**config.mk**
```make
export PLATFORM = sky130hd
export DESIGN_NAME = mem_arbiter
export DESIGN_NICKNAME = d
export VERILOG_FILES = /design/src/rtl/mem_arb_pkg.sv /design/src/rtl/mem_arb_pick.sv /design/src/rtl/mem_arbiter.sv
export SDC_FILE = /design/constraint.sdc
export NUM_CORES = 1
export LEC_CHECK = 0
export ABC_CLOCK_PERIOD_IN_PS = 2200
export BUFFER_PORTS_ARGS = -buffer_cell sky130_fd_sc_hd__buf_2
export CORE_AREA = 2 2 60 62
export CTS_CLUSTER_SIZE = 28
export DETAILED_ROUTE_END_ITERATION = 8
export DIE_AREA = 0 0 62 64
export PLACE_DENSITY = 0.89
export SYNTH_ARGS = -nofsm -noshare
export SYNTH_HDL_FRONTEND = slang
export SYNTH_SLANG_ARGS = --single-unit
```
**constraint.sdc**
```tcl
create_clock -name clk -period 2.2 [get_ports clk]
set_input_delay 0.11 -clock clk [delete_from_list [all_inputs] [get_ports clk]]
set_output_delay 0.11 -clock clk [all_outputs]
set_load 0.005 [all_outputs]
```
**src/rtl/mem_arb_pkg.sv**
```systemverilog
// Shared constants and types for the two-client scratch-memory arbiter.
package mem_arb_pkg;

  localparam int ADDR_W = 4;
  localparam int DATA_W = 8;

  // State encodings kept as plain constants for older code that compares raw bits
  localparam logic [1:0] ST_IDLE   = 2'd0;
  localparam logic [1:0] ST_ACCESS = 2'd1;
  localparam logic [1:0] ST_RESP   = 2'd2;

  typedef enum logic [1:0] {
    IDLE   = ST_IDLE,
    ACCESS = ST_ACCESS,
    RESP   = ST_RESP
  } state_e;

  typedef struct packed {
    logic              we;
    logic [ADDR_W-1:0] adr;
    logic [DATA_W-1:0] dat_w;
  } mem_req_t;

endpackage

```
**src/rtl/mem_arb_pick.sv**
```systemverilog
// Two-way request picker producing a one-hot grant.
// MEM_ARB_RR_EN defined: on contention, grant the requester that did not win last.
// MEM_ARB_RR_EN undefined: fixed priority, requester 0 wins on contention.
module mem_arb_pick (
  input  logic       valid0_i,
  input  logic       valid1_i,
`ifdef MEM_ARB_RR_EN
  input  logic       last_grant_i,
`endif
  output logic [1:0] grant_o
);

  // Pick at most one requester; a lone requester always wins
  always_comb begin
    // NOTE: a default before any branch keeps every path assigned, so no latch is inferred.
    grant_o = 2'b00;
    if (valid0_i && valid1_i) begin
`ifdef MEM_ARB_RR_EN
      grant_o = last_grant_i ? 2'b01 : 2'b10;
`else
      grant_o = 2'b01;
`endif
    end else if (valid0_i) begin
      grant_o = 2'b01;
    end else if (valid1_i) begin
      grant_o = 2'b10;
    end
  end

endmodule

```
**src/rtl/mem_arbiter.sv**
```systemverilog
// Arbiter and access sequencer between two clients and the 16x8 synchronous-read
// scratch memory. One access at a time: IDLE (accept) -> ACCESS -> RESP -> IDLE,
// with the response pulse in the IDLE cycle after RESP.
// Optional feature: MEM_ARB_RR_EN selects round-robin instead of fixed priority.
module mem_arbiter
  import mem_arb_pkg::*;
(
  input  logic              clk,
  input  logic              rst_n,
  input  logic              req0_valid,
  output logic              req0_ready,
  input  logic              req0_we,
  input  logic [ADDR_W-1:0] req0_adr,
  input  logic [DATA_W-1:0] req0_dat_w,
  input  logic              req1_valid,
  output logic              req1_ready,
  input  logic              req1_we,
  input  logic [ADDR_W-1:0] req1_adr,
  input  logic [DATA_W-1:0] req1_dat_w,
  output logic              rsp0_valid,
  output logic [DATA_W-1:0] rsp0_dat_r,
  output logic              rsp1_valid,
  output logic [DATA_W-1:0] rsp1_dat_r,
  output logic [ADDR_W-1:0] mem_adr,
  output logic              mem_we,
  output logic [DATA_W-1:0] mem_dat_w,
  input  logic [DATA_W-1:0] mem_dat_r
);

  state_e            state_q, state_d;
  mem_req_t          req_q, req_d;
  logic              win_q, win_d;
  logic [1:0]        grant;
  logic              in_idle;
  logic              rsp_fire;
  logic [DATA_W-1:0] rsp_data;
  logic              rsp0_valid_q, rsp1_valid_q;
  logic [DATA_W-1:0] rsp0_dat_r_q, rsp1_dat_r_q;
`ifdef MEM_ARB_RR_EN
  logic              last_grant_q;
`endif

  assign in_idle = (state_q == IDLE);

  mem_arb_pick u_pick (
    .valid0_i     (req0_valid),
    .valid1_i     (req1_valid),
`ifdef MEM_ARB_RR_EN
    .last_grant_i (last_grant_q),
`endif
    .grant_o      (grant)
  );

  // Ready is only offered in IDLE and is forced low while reset is held
  assign req0_ready = rst_n & in_idle & grant[0];
  assign req1_ready = rst_n & in_idle & grant[1];

  // Memory port always reflects the latched request, so it holds its value in IDLE
  assign mem_adr   = req_q.adr;
  assign mem_dat_w = req_q.dat_w;
  assign mem_we    = (state_q == ACCESS) & req_q.we;

  // Response data: memory read data for reads, echo of the written data for writes
  assign rsp_fire = (state_q == RESP);
  assign rsp_data = req_q.we ? req_q.dat_w : mem_dat_r;

  // Next-state logic and request capture on acceptance
  always_comb begin
    state_d = state_q;
    req_d   = req_q;
    win_d   = win_q;
    case (state_q)
      IDLE: begin
        if (|grant) begin
          state_d = ACCESS;
          win_d   = grant[1];
          req_d   = grant[1] ? '{we: req1_we, adr: req1_adr, dat_w: req1_dat_w}
                             : '{we: req0_we, adr: req0_adr, dat_w: req0_dat_w};
        end
      end
      ACCESS:  state_d = RESP;
      RESP:    state_d = IDLE;
      default: state_d = IDLE;
    endcase
  end

  // Sequencer state and latched request
  always_ff @(posedge clk or negedge rst_n) begin
    // NOTE: non-blocking assignments so every register samples pre-edge values.
    if (!rst_n) begin
      state_q <= IDLE;
      req_q   <= '0;
      win_q   <= 1'b0;
    end else begin
      state_q <= state_d;
      req_q   <= req_d;
      win_q   <= win_d;
    end
  end

`ifdef MEM_ARB_RR_EN
  // Remember the most recent winner; reset value lets requester 0 win first
  always_ff @(posedge clk or negedge rst_n) begin
    if (!rst_n) begin
      last_grant_q <= 1'b1;
    end else if (in_idle && (|grant)) begin
      last_grant_q <= grant[1];
    end
  end
`endif

  // One-cycle response pulse and held read data for the winning client
  always_ff @(posedge clk or negedge rst_n) begin
    if (!rst_n) begin
      rsp0_valid_q <= 1'b0;
      rsp1_valid_q <= 1'b0;
      rsp0_dat_r_q <= '0;
      rsp1_dat_r_q <= '0;
    end else begin
      rsp0_valid_q <= rsp_fire & ~win_q;
      rsp1_valid_q <= rsp_fire & win_q;
      if (rsp_fire && !win_q) rsp0_dat_r_q <= rsp_data;
      if (rsp_fire && win_q)  rsp1_dat_r_q <= rsp_data;
    end
  end

  assign rsp0_valid = rsp0_valid_q;
  assign rsp1_valid = rsp1_valid_q;
  assign rsp0_dat_r = rsp0_dat_r_q;
  assign rsp1_dat_r = rsp1_dat_r_q;

endmodule

```
Word-level counts from Yosys, hierarchy flattened. Cells that the tools add are included.

Word-level logic and storage cells: 33. Bits of input ports: 38. Register bits after elaboration: 34. Output and inout port bits: 33.

Reduce and logical (&&, ||, !) cells: 7. Eq/ne operators: 3. Bitwise gates (word level): 7. Muxes and demuxes: 7.

Operators with widths (count): 2-to-1 mux 13 bit (1); 2-to-1 mux 2 bit (4); 2-to-1 mux 8 bit (1); AND 1 bit (6); case mux 2 bit (2 select lines) (1); logical AND 1 bit (3); equality test 2 x 1 -> 1 bit (second input constant) (1); equality test 2 bit (second input constant) (1); zero test 2 bit (1); inequality test 2 x 1 -> 1 bit (second input constant) (1); AND reduction 2 bit (1); OR reduction 2 bit (1); zero test 1 bit (1); NOT 1 bit (1).

Logic depth before layout (Yosys ltp). Gate-level depths: netlist of the first run.

Depth in word-level cells: 6. Mapped depth: 4. Gate-level depth less buffers: 3.

Modules after synthesis. From an unflattened synthesis of the first run, not the netlist that was laid out.

Cells, all modules: 131. Area total of the unflattened synthesis: 1691.6 µm².

Modules (own cells, without submodules): mem_arbiter (instances 1, area an instance 1681.6 µm², cells each 129); mem_arb_pick (instances 1, area an instance 10.0 µm², cells each 2).

Worst setup path after synthesis of the first run. OpenSTA, ideal clock, no wires.

Path kind: register to register. Start: reg state_q[0]. End: reg req_q (netlist bit mem_adr[0]). Arrival: 1278 ps. Period minus slack after synthesis: 1403 ps. Cell stages (with the launch flop): 5. Slack: 797 ps. Required time: 2075 ps. Cell sequence: dfrtp_1 -> nor2_2 -> o21a_1 -> buf_6 -> mux2_2.

Cells in the longest elaborated chain, start to end: 2.

RTL lines: from (decl) (line mem_arbiter.sv:30) `state_e state_q, state_d;`; from (signal assigned) (line mem_arbiter.sv:95) `state_q <= state_d;`; zero test 2 bit (line mem_arbiter.sv:72) `case (state_q)`; AND reduction 2 bit (no line); to (signal assigned) (line mem_arbiter.sv:96) `req_q <= req_d;`; to (decl) (line mem_arbiter.sv:31) `mem_req_t req_q, req_d;`.

No other way between the ends. A chain may end at the register's enable or synchronous reset.

Final worst setup path of the first run.
Start: reg state_q[0]. End: reg req_q (netlist bit mem_dat_w[4]).

The elaborated chain is that of the path after synthesis.

==> summary.md, run 1 <==
| Metric | Value |
|---|---|
| Synth area leaders | `dfrtp_1, mux2_2, buf_4` |
| Worst vdd ir | `0.518 mV` |
| Met2 wire len | `1.58 mm` |
| Grt total ovfl | `0` |
| Largest net degree at the start of global routing | `33` |
| Outcome | `finished, final reports clean` |
| Synth Net Count | `168` |
| Largest area contributor in the synthesized netlist | `dfrtp_1` |
| R2R Path End | `mem_dat_w[4]` |
| Met1 WL | `1.33 mm` |
| Nets@finish | `between 200 and 250` |
| Max-slew headroom | `0.584` |
| RD Place Congestion | `0.774` |
| Synthesized instance count | `130` |
| Kind of critical path | `flop to flop` |
| CTS tree | `done` |
| Routed WL per cell | `about 13 microns` |
| Die Ht | `approximately 64 microns` |
| Hold-fix buffers, CTS | `2` |
| WHS Endpoint | `rsp1_dat_r[3]` |
| Final Slew Violations | `0` |
| Syn avg cell area | `between 10 and 15 sq um` |
| Hold Fails Final Rpt | `0` |
| Post-CTS Setup Bufs | `0` |
| CP top delay family | `compound AO/OA/AOI/OAI gates` |
| Placement Setup Slack | `500 ps` |
| Routed wire length | `3.19 mm` |
| Top layer in use | `met4` |
| Maximum clock frequency | `592 MHz` |
| Worst path cell trace | `nor2_2, o21a_1, mux2_2` |
| Commonest cells after routing, fill and taps aside | `buf_2, dfrtp_1, mux2_2` |
| R2R depth | `3` |
| Initial antenna violation count | `0` |
| Final setup viols | `0` |
| Crit-path max cell delay | `560 ps` |
| Post-route ant nets | `0` |
| CP max stage cell | `o21a_1` |
| Synthesis-stage register bit count | `34` |
| Area share of the largest cell type after synthesis | `0.537` |
| Worst Setup Start Kind | `flop` |
| Tcrit/Tclk final | `0.768` |
| IO buf count | `70` |
| Ports | `a little over 70` |
| Clock H-tree levels | `2` |
| Commonest non-fill, non-tap cell in the layout | `buf_2` |
| Clock Latency Late Sink | `about 340 ps` |
| Max cap viols | `0` |
| Starting density of the core | `0.482` |
| Leak pwr | `between 0.001 and 0.0015 uW` |
| Yosys warnings | `0` |
| Share of cells above drive strength 1 | `0.559` |
| Die ar. | `roughly 4000 sq um` |
| Inserted Clock Buffers | `5` |
| Hold slack | `76.5 ps` |
| Antenna diode count | `0` |
| Core ar. | `roughly 3300 sq um` |
| Fill cells | `between 200 and 300` |
| Bufs and invs on worst path | `0` |
| CTS sink count | `34` |
| Mapped Area | `around 1600 sq um` |
| Data arrival time of the critical path | `roughly 1900 ps` |
| Critical path peak fanout | `14` |
| RSZ-0062 raised after global routing | `no` |
| Worst min path class | `input pin to flop` |
| Vias in the first global route | `1161` |
| Clock Pin Slew Worst Setup and Hold Paths | `between 100 and 150 ps` |
| Cts repair resizes | `0` |
| Power consumption | `between 2000 and 3000 uW` |
| Final TNS setup | `0 ps` |
| Root Buffer | `clkbuf_4` |
| Netlist cell types | `21` |
| CP endpoint kind | `flop` |
| DP HPWL | `around 2.4 mm` |
| WP data required | `around 2400 ps` |
| Bufs on Longest Clock Path | `2` |
| Starting DRC count in detailed routing | `79` |
| Row count | `21` |
| Worst-Margin Slew | `slightly above 600 ps` |
| Fin crit period | `about 1700 ps` |
| GRT Total Usage | `0.181` |
| Post-synthesis sequential area ratio | `0.537` |
| Die width | `62 microns` |
| Final WS setup | `about 510 ps` |
| DRC violations left | `0` |
| Via density | `a little under 5` |
| R2r setup slk | `just over 500 ps` |
| Area growth, synth to finish | `24.7%` |
| Via count | `1194` |
| Met3 Wirelength | `roughly 210 microns` |
| Worst Skew | `7.47 ps` |
| Reg2Reg Launch Point | `state_q[0]` |
| Worst hold path startpoint | `mem_dat_r[3]` |
| Worst Hold Depth | `3` |
| First-pass GRT wire length | `around 5.3 mm` |
| Power density over the cells | `1310 nW/um^2` |
| First drt pass iteration count | `4` |
## flip-flops by register name (all words and copies together) (netlist names)
name        cells
win_q           1
state_q         2
rsp1_valid      1
req_q           1
mem_dat_w       8
rsp0_dat_r      8
mem_adr         4
rsp1_dat_r      8
rsp0_valid      1
## layer usage
| layer | track usage | vias to the layer above |
|---|---|---|
| met5 | 0 | - |
| met4 | 0.0638 | 0 |
| met3 | 0.0810 | 9 |
| met2 | 0.281 | 48 |
| met1 | 0.216 | 573 |
| li1 | - | 564 |
## synthesized netlist by cell type, drive strengths merged
cell and instances:
dfrtp 34, mux2 26, buf 16, a21oi 10, nor2 10, nand2 9
mux2i 8, o21ai 8, and2 1, and3 1, clkbuf 1, inv 1
nand2b 1, nand3b 1, nor2b 1, nor3b 1, o21a 1
## tightest hold or removal path, cell delays in order
cell	delay, ps
buf_2	70
mux2i_1	70
o21ai_0	130
## report_power, final
group	switching (uW)	internal, uW
sequential	226	927
combinational	441	543
clock	212	235
## how the worst max path moves through the flow
stage | start | end | slack (ps) | cells past startpoint
6_report | state_q[0] | mem_dat_w[4] | 510 | 3
5_1_grt | state_q[0] | mem_dat_w[4] | 390 | 3
4_1_cts | state_q[0] | mem_dat_w[4] | 480 | 3
3_5_place_dp | state_q[0] | mem_dat_w[3] | 500 | 3
3_3_place_gp | state_q[0] | mem_dat_w[4] | 560 | 3
2_1_floorplan | state_q[0] | mem_adr[0] | 800 | 4
## cells by family (layout without fill, tap and decap cells)
| family | count (synthesis) | in the layout | synth area share |
|---|---|---|---|
| multiplexers | 34 | 34 | 0.238 |
| buffers and inverters | 18 | 83 | 0.0837 |
| AND/OR/NAND/NOR | 25 | 25 | 0.0798 |
| AO/OA/AOI/OAI | 19 | 19 | 0.0616 |
| flip-flops | 34 | 34 | 0.537 |
## stage by stage
stage | instance area (sq um) | util | std cells
6_report | 1980 | 0.602 | 241
5_1_grt | 1980 | 0.602 | 241
4_1_cts | 1980 | 0.602 | 241
3_5_place_dp | 1880 | 0.572 | 231
3_3_place_gp | 1880 | 0.572 | 231
2_1_floorplan | 1580 | - | 130
## area by class of cell
cell class,instances,area [sq um],share of cell area
clock buffers,5,37.5,0.0190
inverters,1,3.75,0.00190
clock inverters,3,40.0,0.0203
repair buffers,74,385,0.195
flip-flops and latches,34,851,0.431
well taps,46,57.6,0.0291
multi-input cells,78,601,0.304
(Power assumes the default switching activity.)
==> run 2: changes to the inputs <==
--- a/config.mk
+++ b/config.mk
@@ -5,13 +5,13 @@
 export SDC_FILE = /design/constraint.sdc
 export NUM_CORES = 1
 export LEC_CHECK = 0
-export ABC_CLOCK_PERIOD_IN_PS = 2200
+export ABC_CLOCK_PERIOD_IN_PS = 1500
 export BUFFER_PORTS_ARGS = -buffer_cell sky130_fd_sc_hd__buf_2
-export CORE_AREA = 2 2 60 62
+export CORE_AREA = 2 2 65 67
 export CTS_CLUSTER_SIZE = 28
 export DETAILED_ROUTE_END_ITERATION = 8
-export DIE_AREA = 0 0 62 64
-export PLACE_DENSITY = 0.89
+export DIE_AREA = 0 0 67 69
+export PLACE_DENSITY = 0.81
 export SYNTH_ARGS = -nofsm -noshare
 export SYNTH_HDL_FRONTEND = slang
 export SYNTH_SLANG_ARGS = --single-unit
==> constraint.sdc (replaced) <==
create_clock -name clk -period 1.5 [get_ports clk]
set_input_delay 0.075 -clock clk [delete_from_list [all_inputs] [get_ports clk]]
set_output_delay 0.075 -clock clk [all_outputs]
set_load 0.005 [all_outputs]
==> run 2 against run 1 <==
Compared with the run above: first-iteration DRC count shrank 67%; worst setup slack lost 370 ps; final area grew 2.0%; die area up 17%; highest routed layer unchanged.
==> summary.md, run 2 (synthesis gave the netlist of run 1 again) <==
| Metric | Value |
|---|---|
| Worst Setup Start Kind | `flop (unchanged)` |
| Critical path endpoint | `mem_we (was mem_dat_w[4])` |
| Antenna diode count | `0 (unchanged)` |
| Die width | `67 microns (was 62 microns)` |
| First drt pass iteration count | `4 (unchanged)` |
| Fin crit period | `around 1400 ps` |
| P_sw | `1320 uW (was 878 uW)` |
| Reg2Reg Launch Point | `state_q[0] (unchanged)` |
| Final TNS setup | `0 ps (unchanged)` |
| DP HPWL | `2.40 mm (was 2.42 mm)` |
| Post-CTS Setup Bufs | `0 (unchanged)` |
| WP data required | `1420 ps (was 2430 ps)` |
| Worst min path class | `input pin to flop (unchanged)` |
| RSZ-0062 raised after global routing | `no (unchanged)` |
| CP endpoint kind | `output port (was flop)` |
| Die ar. | `4620 sq um (was 3970 sq um)` |
| Die Ht | `69 microns (was 64 microns)` |
| Post-route ant nets | `0 (unchanged)` |
| Cts repair resizes | `0 (unchanged)` |
| Via density | `4.66 (was 4.95)` |
| IO buf count | `70 (unchanged)` |
| Share of cells above drive strength 1 | `0.563 (was 0.559)` |
| R2R Path End | `mem_dat_w[5] (was mem_dat_w[4])` |
| Commonest cells after routing, fill and taps aside | `buf_2, dfrtp_1, mux2_2 (unchanged)` |
| Core ar. | `3910 sq um (was 3280 sq um)` |
| Tcrit/Tclk final | `0.908` |
| Hold slack | `9.10 ps (was 76.5 ps)` |
| Final setup viols | `0 (unchanged)` |
| Largest net degree at the start of global routing | `35 (was 33)` |
| Commonest non-fill, non-tap cell in the layout | `buf_2 (unchanged)` |
| Routed wire length | `3.22 mm (was 3.19 mm)` |
| Leak pwr | `0.00102 uW (was 0.00100 uW)` |
| Hold Fails Final Rpt | `0 (unchanged)` |
| Critical path peak fanout | `10 (was 14)` |
| R2R depth | `4 (was 3)` |
| Area growth, synth to finish | `27.2% (was 24.7%)` |
| Routed WL per cell | `13.0 microns (was 13.2 microns)` |
| Outcome | `finished, final reports clean (unchanged)` |
| Power density over the cells | `1930 nW/um^2 (was 1310 nW/um^2)` |
| Hold-fix buffers, CTS | `1 (was 2)` |
| Starting DRC count in detailed routing | `26 (was 79)` |
| CTS sink count | `34 (unchanged)` |
| GRT Total Usage | `0.154 (was 0.181)` |
| Data arrival time of the critical path | `1290 ps (was 1920 ps)` |
| Grt total ovfl | `0 (unchanged)` |
| Nets@finish | `234 (was 232)` |
| Clock Latency Late Sink | `280 ps (was 340 ps)` |
| R2r setup slk | `160 ps (was 510 ps)` |
| Clock power share | `0.167 (was 0.173)` |
| CTS tree | `done (unchanged)` |
| Final Slew Violations | `0 (unchanged)` |
| First-pass GRT wire length | `5.46 mm (was 5.26 mm)` |
| Switching Fraction | `0.340 (about the same)` |
| Bufs on Longest Clock Path | `2 (unchanged)` |
| Crit. Startpoint | `req_q[12] (was state_q[0])` |
| Max cap viols | `0 (unchanged)` |
| Reg power frac | `0.433 (was 0.446)` |
| Maximum clock frequency | `734 MHz` |
| Worst vdd ir | `1.14 mV (was 0.518 mV)` |
| Worst Skew | `6.86 ps (was 7.47 ps)` |
| Inserted Clock Buffers | `5 (unchanged)` |
| RD Place Congestion | `0.679 (was 0.774)` |
| Worst-Margin Slew | `532 ps (was 624 ps)` |
| Clock H-tree levels | `2 (unchanged)` |
| Row count | `23 (was 21)` |
| Comb pwr share | `0.400 (was 0.381)` |
| Kind of critical path | `flop to output port (was flop to flop)` |
| Initial antenna violation count | `0 (unchanged)` |
| Ports | `71 (unchanged)` |
| Via count | `1151 (was 1194)` |
| Int Pwr | `2570 uW (was 1710 uW)` |
| Starting density of the core | `0.405 (was 0.482)` |
| Max-slew headroom | `0.646 (was 0.584)` |
| DRC violations left | `0 (unchanged)` |
| Root Buffer | `clkbuf_8 (was clkbuf_4)` |
| Vias in the first global route | `1183 (was 1161)` |
| Clock Pin Slew Worst Setup and Hold Paths | `70 ps (was 110 ps)` |
run 2: critical path: stages (launching register included):
cell     delay (ps)
dfrtp_1         680
and2_1          220
buf_2           110
run 2: worst min path at each step:
stage                           from    endpoint  slack [ps]  cells past startpoint
after floorplan                rst_n  mem_adr[0]        -220                      0
after global placement         rst_n  mem_adr[0]         170                      2
after detailed placement       rst_n  mem_adr[0]         170                      2
after CTS                 req0_valid       win_q           4                      2
after global routing      req0_valid       win_q          10                      2
final                     req0_valid       win_q           9                      2
run 2: area by class of cell:
class	count	area, sq um
Clock buffer	6	72.6
Clock inverter	2	13.8
Tap cell	50	62.6
Inverter	1	3.75
Fill cell	390	1900
Multi-Input combinational cell	78	601
Sequential cell	34	851
Timing Repair Buffer	76	410
run 2: power groups by stage:
stage / clock network, uW / logic (uW) / registers (uW)
final: 650 / 1560 / 1690
after global routing: 724 / 1750 / 1750
after CTS: 672 / 1590 / 1690
after detailed placement: 0 / 1590 / 1700
after global placement: 0 / 1540 / 1680
after floorplan: 0 / 1150 / 1620
run 2: layer usage:
metal	track usage	vias to the layer above	part of all wire
met2	0.243	46	0.48
met3	0.0636	4	0.085
li1	-	567	-
met4	0.0522	0	0.0087
met5	0	-	0
met1	0.187	534	0.43
run 2: through the flow:
step | instance area [sq um] | instances | total power (uW) | util | setup slack [ps]
after global routing | 2010 | 247 | 4220 | 0.515 | 65.5
after floorplan | 1580 | 130 | 2770 | - | 97.1
after detailed placement | 1920 | 238 | 3290 | 0.490 | 159
after global placement | 1920 | 238 | 3220 | 0.490 | 213
final | 2010 | 247 | 3890 | 0.515 | 138
after CTS | 2010 | 247 | 3950 | 0.515 | 114
